[src/rtl/clink_ctrl_pkg.sv]
// rtl/clink_ctrl_pkg.sv - shared types and constants for the C-link cycle controller
package clink_ctrl_pkg;

   localparam int CNT_W = 16;

   localparam logic [1:0] CRC_PASS = 2'b01;
   localparam logic [1:0] CRC_FAIL = 2'b10;

   typedef enum logic [2:0] {
      IDLE,
      START,
      WAIT_TX,
      WAIT_RX,
      CHECK,
      HOLD
   } cyc_state_e;

   // States in which a cycle is still in flight and a wrap counts as an overrun.
   function automatic logic is_busy(input cyc_state_e s);
      return (s == WAIT_TX) || (s == WAIT_RX) || (s == CHECK);
   endfunction

endpackage

[src/rtl/clink_cycle_ctrl_if.sv]
// rtl/clink_cycle_ctrl_if.sv - handshake and status bundle between link top level and cycle controller
interface clink_cycle_ctrl_if;
   import clink_ctrl_pkg::*;

   logic             ini_done;
   logic             da_valid;
   logic             tx_start;
   logic             rx_done;
   logic [1:0]       rx_crc_rslt;
   logic             ch1_sn_err;
   logic             ch1_crc_err;
   logic             ch1_DA_err;

   logic             tx_req;
   logic             cycle_sync;
   logic             link_ok;
   logic             link_fault;
   logic [CNT_W-1:0] bad_cnt;
   logic [CNT_W-1:0] to_cnt;

   modport master (
      output ini_done, da_valid, tx_start, rx_done, rx_crc_rslt,
             ch1_sn_err, ch1_crc_err, ch1_DA_err,
      input  tx_req, cycle_sync, link_ok, link_fault, bad_cnt, to_cnt
   );

   modport slave (
      input  ini_done, da_valid, tx_start, rx_done, rx_crc_rslt,
             ch1_sn_err, ch1_crc_err, ch1_DA_err,
      output tx_req, cycle_sync, link_ok, link_fault, bad_cnt, to_cnt
   );

endinterface

[src/rtl/clink_sat_cnt.sv]
// rtl/clink_sat_cnt.sv - saturating up-counter with synchronous clear
module clink_sat_cnt #(
   parameter int           W   = 16,
   parameter logic [W-1:0] MAX = '1
) (
   input  logic         clk,
   input  logic         rst,
   input  logic         inc,
   input  logic         clr,
   output logic [W-1:0] q
);

   // Clear has priority so a run counter can restart in the same clock it is hit.
   always_ff @(posedge clk or posedge rst) begin
      if (rst) begin
         q <= '0;
      end else if (clr) begin
         q <= '0;
      end else if (inc && (q != MAX)) begin
         q <= q + W'(1);
      end
   end

endmodule

[src/rtl/clink_cycle_ctrl.sv]
// rtl/clink_cycle_ctrl.sv - cyclic channel-1 exchange scheduler with cycle verdicts and link statistics
module clink_cycle_ctrl
   import clink_ctrl_pkg::*;
#(
   parameter int CYCLE_CNT    = 50000,
   parameter int TX_TIMEOUT   = 2000,
   parameter int RX_TIMEOUT   = 20000,
   parameter int FAULT_THRESH = 3
) (
   input  logic              sys_clk,
   input  logic              reset,
   clink_cycle_ctrl_if.slave bus
);

   localparam int CYC_W   = $clog2(CYCLE_CNT);
   localparam int TMR_MAX = (TX_TIMEOUT > RX_TIMEOUT) ? TX_TIMEOUT : RX_TIMEOUT;
   localparam int TMR_W   = $clog2(TMR_MAX + 1);
   localparam int RUN_W   = $clog2(FAULT_THRESH + 1);

   localparam logic [CYC_W-1:0] CYC_LAST = CYC_W'(CYCLE_CNT - 1);
   localparam logic [TMR_W-1:0] TX_LIM   = TMR_W'(TX_TIMEOUT);
   localparam logic [TMR_W-1:0] RX_LIM   = TMR_W'(RX_TIMEOUT);
   localparam logic [RUN_W-1:0] RUN_MAX  = RUN_W'(FAULT_THRESH);
   localparam logic [RUN_W-1:0] RUN_SET  = RUN_W'(FAULT_THRESH - 1);

   cyc_state_e       state;
   cyc_state_e       cur_st;
   cyc_state_e       next_state;

   logic [CYC_W-1:0] cyc_cnt;
   logic             cyc_start;
   logic [TMR_W-1:0] tmr;
   logic [1:0]       crc_q;
   logic             chk_last;
   logic             sticky_err;
   logic             flag_any;
   logic             cycle_good;

   logic             tx_req_c;
   logic             overrun;
   logic             verdict_good;
   logic             verdict_bad;
   logic             to_event;

   logic             link_ok_q;
   logic             link_fault_q;
   logic [RUN_W-1:0] good_run;
   logic [RUN_W-1:0] bad_run;
   logic [CNT_W-1:0] bad_q;
   logic [CNT_W-1:0] to_q;

   always_ff @(posedge sys_clk or posedge reset) begin
      if (reset) begin
         cyc_cnt <= '0;
      end else if (!bus.ini_done || (cyc_cnt == CYC_LAST)) begin
         cyc_cnt <= '0;
      end else begin
         cyc_cnt <= cyc_cnt + CYC_W'(1);
      end
   end

   // Gating with reset keeps cycle_sync and tx_req quiet while reset is held.
   assign cyc_start = bus.ini_done && !reset && (cyc_cnt == '0);

   assign flag_any   = bus.ch1_sn_err || bus.ch1_crc_err || bus.ch1_DA_err;
   assign cycle_good = (crc_q == CRC_PASS) && !(sticky_err || flag_any);

   // START is never stored: it is the effective state of every cycle-start clock,
   // which lets an in-flight cycle be overrun and a new one launched in one step.
   always_comb begin
      cur_st = state;
      if (!bus.ini_done) begin
         cur_st = IDLE;
      end else if (cyc_start) begin
         cur_st = START;
      end
   end

   always_ff @(posedge sys_clk or posedge reset) begin
      if (reset) begin
         state <= IDLE;
      end else begin
         state <= next_state;
      end
   end

   always_comb begin
      next_state   = cur_st;
      tx_req_c     = 1'b0;
      overrun      = cyc_start && is_busy(state);
      verdict_good = 1'b0;
      verdict_bad  = overrun;
      to_event     = overrun;
      case (cur_st)
         IDLE: begin
            next_state = IDLE;
         end
         START: begin
            if (bus.da_valid) begin
               tx_req_c   = 1'b1;
               next_state = WAIT_TX;
            end else begin
               next_state = HOLD;
            end
         end
         WAIT_TX: begin
            if (bus.tx_start) begin
               next_state = WAIT_RX;
            end else if (tmr == TX_LIM) begin
               verdict_bad = 1'b1;
               to_event    = 1'b1;
               next_state  = HOLD;
            end
         end
         WAIT_RX: begin
            if (bus.rx_done) begin
               next_state = CHECK;
            end else if (tmr == RX_LIM) begin
               verdict_bad = 1'b1;
               to_event    = 1'b1;
               next_state  = HOLD;
            end
         end
         CHECK: begin
            if (chk_last) begin
               verdict_good = cycle_good;
               verdict_bad  = !cycle_good;
               next_state   = HOLD;
            end
         end
         HOLD: begin
            next_state = HOLD;
         end
         default: begin
            next_state = IDLE;
         end
      endcase
   end

   // tmr holds the number of clocks since tx_req (WAIT_TX) or since tx_start (WAIT_RX).
   always_ff @(posedge sys_clk or posedge reset) begin
      if (reset) begin
         tmr        <= '0;
         crc_q      <= '0;
         chk_last   <= 1'b0;
         sticky_err <= 1'b0;
      end else begin
         case (cur_st)
            START: begin
               tmr        <= TMR_W'(1);
               sticky_err <= flag_any;
            end
            WAIT_TX: begin
               tmr        <= bus.tx_start ? TMR_W'(1) : tmr + TMR_W'(1);
               sticky_err <= sticky_err || flag_any;
            end
            WAIT_RX: begin
               tmr        <= tmr + TMR_W'(1);
               sticky_err <= sticky_err || flag_any;
               if (bus.rx_done) begin
                  crc_q    <= bus.rx_crc_rslt;
                  chk_last <= 1'b0;
               end
            end
            CHECK: begin
               chk_last   <= 1'b1;
               sticky_err <= sticky_err || flag_any;
            end
            default: begin
            end
         endcase
      end
   end

   // Fault thresholds look at the run count before this verdict so the flag
   // moves on the same edge as link_ok and the run counters.
   always_ff @(posedge sys_clk or posedge reset) begin
      if (reset) begin
         link_ok_q    <= 1'b0;
         link_fault_q <= 1'b0;
      end else begin
         if (!bus.ini_done) begin
            link_ok_q <= 1'b0;
         end else if (verdict_good) begin
            link_ok_q <= 1'b1;
         end else if (verdict_bad) begin
            link_ok_q <= 1'b0;
         end
         if (verdict_bad && (bad_run >= RUN_SET)) begin
            link_fault_q <= 1'b1;
         end else if (verdict_good && (good_run >= RUN_SET)) begin
            link_fault_q <= 1'b0;
         end
      end
   end

   clink_sat_cnt #(.W(RUN_W), .MAX(RUN_MAX)) u_good_run (
      .clk (sys_clk),
      .rst (reset),
      .inc (verdict_good),
      .clr (verdict_bad),
      .q   (good_run)
   );

   clink_sat_cnt #(.W(RUN_W), .MAX(RUN_MAX)) u_bad_run (
      .clk (sys_clk),
      .rst (reset),
      .inc (verdict_bad),
      .clr (verdict_good),
      .q   (bad_run)
   );

   clink_sat_cnt #(.W(CNT_W)) u_bad_cnt (
      .clk (sys_clk),
      .rst (reset),
      .inc (verdict_bad),
      .clr (1'b0),
      .q   (bad_q)
   );

   clink_sat_cnt #(.W(CNT_W)) u_to_cnt (
      .clk (sys_clk),
      .rst (reset),
      .inc (to_event),
      .clr (1'b0),
      .q   (to_q)
   );

   assign bus.tx_req     = tx_req_c;
   assign bus.cycle_sync = cyc_start;
   assign bus.link_ok    = link_ok_q;
   assign bus.link_fault = link_fault_q;
   assign bus.bad_cnt    = bad_q;
   assign bus.to_cnt     = to_q;

endmodule
[src/flat_wrapper.sv]
// flat-port wrapper written by rule: the top's interface ports become plain ports
module clink_cycle_ctrl_flat import clink_ctrl_pkg::*;
#(
   parameter int CYCLE_CNT    = 50000,
   parameter int TX_TIMEOUT   = 2000,
   parameter int RX_TIMEOUT   = 20000,
   parameter int FAULT_THRESH = 3
)
  (sys_clk, reset, bus_ini_done, bus_da_valid, bus_tx_start, bus_rx_done, bus_rx_crc_rslt, bus_ch1_sn_err, bus_ch1_crc_err, bus_ch1_DA_err, bus_tx_req, bus_cycle_sync, bus_link_ok, bus_link_fault, bus_bad_cnt, bus_to_cnt);
  clink_cycle_ctrl_if bus_i ();
  input  logic sys_clk;
  input  logic reset;
  input wire logic [$bits(bus_i.ini_done)-1:0] bus_ini_done;
  input wire logic [$bits(bus_i.da_valid)-1:0] bus_da_valid;
  input wire logic [$bits(bus_i.tx_start)-1:0] bus_tx_start;
  input wire logic [$bits(bus_i.rx_done)-1:0] bus_rx_done;
  input wire logic [$bits(bus_i.rx_crc_rslt)-1:0] bus_rx_crc_rslt;
  input wire logic [$bits(bus_i.ch1_sn_err)-1:0] bus_ch1_sn_err;
  input wire logic [$bits(bus_i.ch1_crc_err)-1:0] bus_ch1_crc_err;
  input wire logic [$bits(bus_i.ch1_DA_err)-1:0] bus_ch1_DA_err;
  output wire logic [$bits(bus_i.tx_req)-1:0] bus_tx_req;
  output wire logic [$bits(bus_i.cycle_sync)-1:0] bus_cycle_sync;
  output wire logic [$bits(bus_i.link_ok)-1:0] bus_link_ok;
  output wire logic [$bits(bus_i.link_fault)-1:0] bus_link_fault;
  output wire logic [$bits(bus_i.bad_cnt)-1:0] bus_bad_cnt;
  output wire logic [$bits(bus_i.to_cnt)-1:0] bus_to_cnt;
  assign bus_i.ini_done = bus_ini_done;
  assign bus_i.da_valid = bus_da_valid;
  assign bus_i.tx_start = bus_tx_start;
  assign bus_i.rx_done = bus_rx_done;
  assign bus_i.rx_crc_rslt = bus_rx_crc_rslt;
  assign bus_i.ch1_sn_err = bus_ch1_sn_err;
  assign bus_i.ch1_crc_err = bus_ch1_crc_err;
  assign bus_i.ch1_DA_err = bus_ch1_DA_err;
  assign bus_tx_req = bus_i.tx_req;
  assign bus_cycle_sync = bus_i.cycle_sync;
  assign bus_link_ok = bus_i.link_ok;
  assign bus_link_fault = bus_i.link_fault;
  assign bus_bad_cnt = bus_i.bad_cnt;
  assign bus_to_cnt = bus_i.to_cnt;
  clink_cycle_ctrl #(.CYCLE_CNT(CYCLE_CNT), .TX_TIMEOUT(TX_TIMEOUT), .RX_TIMEOUT(RX_TIMEOUT), .FAULT_THRESH(FAULT_THRESH)) u_core (.sys_clk(sys_clk), .reset(reset), .bus(bus_i));
endmodule
[config.mk]
export PLATFORM = sky130hd
export DESIGN_NAME = clink_cycle_ctrl_flat
export DESIGN_NICKNAME = d
export VERILOG_FILES = /design/src/rtl/clink_ctrl_pkg.sv /design/src/rtl/clink_cycle_ctrl_if.sv /design/src/rtl/clink_sat_cnt.sv /design/src/rtl/clink_cycle_ctrl.sv /design/src/flat_wrapper.sv
export SDC_FILE = /design/constraint.sdc
export NUM_CORES = 1
export LEC_CHECK = 0
export BUFFER_PORTS_ARGS = -buffer_cell sky130_fd_sc_hd__buf_2
export CORE_AREA = 2 2 96 98
export DETAILED_ROUTE_END_ITERATION = 10
export DIE_AREA = 0 0 98 100
export PLACE_DENSITY = 0.85
export SETUP_SLACK_MARGIN = 0.2
export SKIP_LAST_GASP = 1
export SLEW_MARGIN = 5
export SYNTH_ARGS = -nofsm -noshare
export SYNTH_HDL_FRONTEND = slang
export SYNTH_HIERARCHICAL = 1
export SYNTH_SLANG_ARGS = --single-unit
[constraint.sdc]
create_clock -name sys_clk -period 4.4 [get_ports sys_clk]
set_clock_uncertainty 0.2 [all_clocks]
set_input_delay 0.22 -clock sys_clk [delete_from_list [all_inputs] [get_ports sys_clk]]
set_output_delay 0.22 -clock sys_clk [all_outputs]
set_load 0.01 [all_outputs]
* After elaboration in Yosys (flattened, before gate mapping)
Cells that the tools add are included.
** Word-level totals
- Bits in registers :: 76
- Input port bits :: 11
- Word-level logic and storage cells :: 103
** Operators by class
- Add/sub/neg operators :: 6
- Order comparisons :: 2
- Equal/unequal tests :: 18
- Muxes and demuxes :: 35
- Reduce and logical (&&, ||, !) cells :: 30
** Operators by type and width (number)
- $add 16x1->16 const B :: 3
- $pmux 15 s3 :: 1
- $ne 16x16->1 const B :: 2
- $mux 3 :: 8
- $eq 16x16->1 const B :: 1
- $logic_not 16->1 :: 1
- $mux 16 :: 1
- $add 15x1->15 const B :: 1
- $eq 15x11->1 const B :: 1
- $eq 15x15->1 const B :: 1
- $mux 1 :: 15
- $mux 15 :: 1
- $pmux 3 s5 :: 1
- $eq 3x2->1 const B :: 4
- $logic_and 1x1->1 :: 10
- $reduce_bool 2->1 :: 5
- $eq 3x3->1 const B :: 3
- $mux 2 :: 4
- $logic_or 1x1->1 :: 6
- $ne 2x2->1 const B :: 3
- $pmux 1 s2 :: 3
- $add 2x1->2 const B :: 2
- $ge 2x2->1 const B :: 2
- $logic_not 1->1 :: 4
- 7 further kinds :: 8

* Longest topological paths before layout
- Depth after elaboration :: 11
- Gate-level depth with buffers :: 12
- Mapped depth without buffers :: 11

* Hierarchy
The synthesis kept the hierarchy.
** By module, submodules not included
- clink_cycle_ctrl :: instances 1, cells each 280, area each 2538.7 µm², seq. area each 1001.0 µm²
- clink_sat_cnt (u_core.u_bad_cnt ...) :: instances 2, cells each 101, area each 932.1 µm², seq. area each 400.4 µm²
- clink_sat_cnt (u_core.u_bad_run ...) :: instances 2, cells each 11, area each 127.6 µm², seq. area each 50.0 µm²

* Worst setup path before layout
Ideal clock, no wire load.
- Kind :: register to register
- From :: register u_core.tmr[0]
- To :: register u_core.u_bad_cnt.q[13]
- Arrival time :: 3.123 ns
- Data required time :: 4.123 ns
- Setup slack :: 1.000 ns
- Stages on the path, launching flop included :: 13
- Path buffers :: 1
- Period minus slack after synthesis :: 3.400 ns
- Cells stage by stage :: dfrtp_1 > inv_1 > ha_1 > nor4b_1 > nand4_1 > o32ai_1 > nor2_1 > o22ai_1 > clkbuf_2 > nand3_1 > or4_4 > or4_1 > a21oi_1
** On the way
- Cells in the longest elaborated chain, start to end :: 5
- Elaborated cells on any way between the ends :: 8
** RTL lines
- start, declared :: RTL line clink_cycle_ctrl.sv:32 : logic [TMR_W-1:0] tmr;
- start signal, assigned :: RTL line clink_cycle_ctrl.sv:154 : tmr <= bus.tx_start ? TMR_W'(1) : tmr + TMR_W'(1);
- start signal, assigned :: RTL line clink_cycle_ctrl.sv:158 : tmr <= tmr + TMR_W'(1);
- $eq 15x15->1 / $eq 15x11->1 (equally long branches) :: RTL line clink_cycle_ctrl.sv:118, clink_cycle_ctrl.sv:109
- $mux 1 (on tied branches) :: RTL line clink_cycle_ctrl.sv:118, clink_cycle_ctrl.sv:109
- $mux 1 (on tied branches) :: RTL line clink_cycle_ctrl.sv:116, clink_cycle_ctrl.sv:107
- $pmux 1 s3 * :: RTL line clink_cycle_ctrl.sv:94 : case (cur_st)
- named net u_core.verdict_bad :: RTL line clink_cycle_ctrl.sv:42 : logic verdict_bad;
- $logic_and 1x1->1 * :: RTL line clink_sat_cnt.sv:19 : end else if (inc && (q != MAX)) begin
- end signal, assigned :: RTL line clink_sat_cnt.sv:20 : q <= q + W'(1);
- end, declared :: RTL line clink_sat_cnt.sv:10 : output logic [W-1:0] q
The timed path passes the listed nets; every way through them passes the cells marked *.
A chain may end at the register's enable or synchronous reset.

* Worst setup path after layout
- From :: register u_core.tmr[0]
- To :: register u_core.u_to_cnt.q[13]
** On the way
- Cells in the longest elaborated chain, start to end :: 5
- Elaborated cells on any way between the ends :: 8
** RTL lines
- $eq 15x15->1 / $eq 15x11->1 (equally long branches) :: RTL line clink_cycle_ctrl.sv:118, clink_cycle_ctrl.sv:109
- $mux 1 (on tied branches) :: RTL line clink_cycle_ctrl.sv:118, clink_cycle_ctrl.sv:109
- $mux 1 (on tied branches) :: RTL line clink_cycle_ctrl.sv:116, clink_cycle_ctrl.sv:107
- $pmux 1 s2 * :: RTL line clink_cycle_ctrl.sv:94
- named net u_core.to_event :: RTL line clink_cycle_ctrl.sv:43 : logic to_event;
- $logic_and 1x1->1 * :: RTL line clink_sat_cnt.sv:19
- end signal, assigned :: RTL line clink_sat_cnt.sv:20
- end, declared :: RTL line clink_sat_cnt.sv:10
Marks and branches as above.

==> flow_summary.toml <==
[routing]
dr.first_iter.drc_count = 259
vias_per_cell = 6.345
dr.pass1.iters = 5
wl_per_cell_um = 16.23
drc_errors = 0
antenna_left = 0
dr_total_vias = 4251
routed_wl_um = 10870

[floorplan]
rows = 35
dieArea_sq_mm = 0.009800
pin_count = 47
die_h_um = 100
initial_core_util = 0.5240
core_area_sq_mm = 0.008890
die_x_um = 98

[clocking]
cts_buffer_depth = 2
cts_tree = "done"
h-tree-depth = 3
clkSinkCount = 76
clk_latency_ns = 0.35
clk_pin_slew_worst_paths_ns = 0.09
numCtsBuffers = 9
cts_root_buffer = "clkbuf_8"
postCtsSetupBuffers = 0

[global_routing]
grt_use_total = 0.2268
antenna_found_initial = 0
grt_pass1_vias = 3975
overflow = 0
grt_max_degree = 41
grt_pass1_wl_um = 18460

[synth]
avgSynthCellArea_sq_um = 9.242
syn_inst = 504
ys_seq_area_frac = 0.4083
synth_top_area_cell = "dfrtp_1"
ys_types = 73
synth_edf_count = 0
synth_top_area_frac = 0.4083
async_flop_share = 1.000
ys_top_cells_by_area = "dfrtp_1, a21oi_1, o21ai_0, or3_1, nand3_1"
synth-main-ff-cell = "dfrtp_1"
ys_ff_latch = 76
ys_warn_count = 6
netlist_area_sq_mm = 0.004658

[flow_run]
drv_cap = 0

[placement]
portBuffers = 46
place.gp.congestion = 0.9377
hpwl_um = 7648

[setup_path]
path_cells = "inv_1 -> ha_1 -> nor4b_1 -> nand4b_1 -> nor4_1 -> o21ai_0 -> o22ai_1 -> nand3_1 -> or4_4 -> or4_1 -> a21oi_1"
cp_slowest_cell = "o22ai_1"
crit_buf_inv = 1
worstSetupEndpointType = "register"
worstPathArrival_ns = 3.86
crit_type = "reg2reg"
critPathMaxStageDelay_ns = 0.52
setup.worst_path.start_class = "register"
crit_required_ns = 4.47
cp_max_fo = 8
cpLargestDelayFamily = "simple AND/OR/NAND/NOR gates"

[sta]
slew_headroom = 0.5163
worst_pin_slew_ns = 0.7189
rsz0062_at_grt = "false"
tns_ns = 0
clock.fmax_mhz = 263.8
setup_violations = 0
final_hold_viol_count = 0
min_period_ns = 3.791
finalMaxSlewViolations = 0
period_share = 0.8616

[power]
leakagePower_uw = 0.002220
power_density_mw_per_mm2 = 305.2
finalPower_uw = 1590
irDropWorstVdd_v = 0.0001555

[layout]
fill_cells = 760
final_cell_mix = "dfrtp_1, buf_2, a21oi_1"
area_growth_pct = 11.87
nets = 573
drive_gt1_frac = 0.1717
final_common_cell = "dfrtp_1"
n_antenna_cell = 0

[status]
status = "completed"

[worst_hold_path]
min_path_type = "in2reg"
-- what timing repair did --
item | in CTS | in global routing
gates resized for setup | 0 | 0
hold endpoints to repair | 80 | 0
hold buffers | 6 | 0
setup endpoints to repair | 0 | 0
-- cell families (layout without fill, tap and decap cells) --
logic type      Yosys count  count (layout)  synth area share
compound gates          113             113            0.1536
flops                    76              76            0.4083
buf+inv                  39              93           0.04244
xor+xnor                 13              13           0.02444
fa+ha+maj                 8               8           0.02149
simple gates            243             243            0.3215
mux                      11              11           0.02740
other cells               1               2         0.0008050
-- stage by stage --
step / instance area [sq um] / worst slack [ns] / instances / utilization / hold WS (ns)
after detailed placement: 4935 / 0.7705 / 648 / 0.5551 / -0.03678
final: 5211 / 0.6089 / 670 / 0.5862 / 0.1239
after global routing: 5211 / 0.3912 / 670 / 0.5862 / 0.1206
after floorplan: 4662 / 0.9997 / 505 / - / -0.2388
after global placement: 4935 / 0.9250 / 648 / 0.5551 / -0.04468
after CTS: 5211 / 0.7134 / 670 / 0.5862 / 0.09168
-- synth_stat cells (8+ instances only) --
cell	n
dfrtp_1	76
a21oi_1	36
nor2_1	33
nand2_1	30
o21ai_0	29
nand3_1	26
inv_1	23
or3_1	21
nand4_1	19
nor3_1	16
or4_1	15
o31ai_1	14
and3_1	11
nor2b_1	11
xnor2_1	10
nand2b_1	9
ha_1	8
nor4_1	8
-- worst register-to-register path, cell delays in order (launching register included) --
cell and delay, ns:
dfrtp_1 0.45, inv_1 0.08, ha_1 0.15, nor4b_1 0.34
nand4b_1 0.13, nor4_1 0.27, o21ai_0 0.17, o22ai_1 0.52
nand3_1 0.30, or4_4 0.52, or4_1 0.41, a21oi_1 0.16
-- flip-flops by register name, indices dropped and copies added (netlist names) --
| register | flops |
|---|---|
| u_core/u_good_run/q | 2 |
| u_core/bus.link_fault | 1 |
| u_core/u_to_cnt/q | 16 |
| u_core/crc_q | 2 |
| u_core/sticky_err | 1 |
| u_core/u_bad_cnt/q | 16 |
| u_core/tmr | 15 |
| u_core/cyc_cnt | 16 |
| u_core/bus.link_ok | 1 |
| u_core/state | 3 |
| u_core/chk_last | 1 |
| u_core/u_bad_run/q | 2 |
-- report_power, final --
group          internal (uW)  leakage, uW  switching [uW]
logic                   95.6      0.00108             132
registers                735      0.00103            48.3
clock network            319     0.000102             261
-- final cells by class --
cell class	instances	area, sq um	area share
clock buffer	10	127.6	0.02449
clock inverter	6	88.84	0.01705
inverter	23	86.33	0.01657
multi-input combinational	390	2562	0.4917
sequential	76	1902	0.3649
tap	111	138.9	0.02665
timing repair buffer	54	305.3	0.05858
-- per-layer routing --
metal / part of all wire / GRT usage
met1: 0.43 / 0.2994
met2: 0.48 / 0.3767
met3: 0.070 / 0.04387
met4: 0.018 / 0.07906
met5: 0 / 0
-- final timing paths --
| kind | endpoint | cells after the start | start | slack, ns |
|---|---|---|---|---|
| worst max register to register | u_core/u_to_cnt/q[13] | 11 | u_core/tmr[0] | 0.61 |
| worst min register to register | u_core/cyc_cnt[0] | 1 | u_core/cyc_cnt[0] | 0.28 |
| max in group asynchronous | u_core/cyc_cnt[8] | 4 | reset | 3.21 |
| worst max-delay path | u_core/u_to_cnt/q[13] | 11 | u_core/tmr[0] | 0.61 |
| min in group asynchronous | u_core/u_bad_run/q[0] | 3 | reset | 0.14 |
| worst min-delay path | u_core/tmr[1] | 4 | bus_tx_start | 0.12 |
Power figures use the tool's default switching activity.
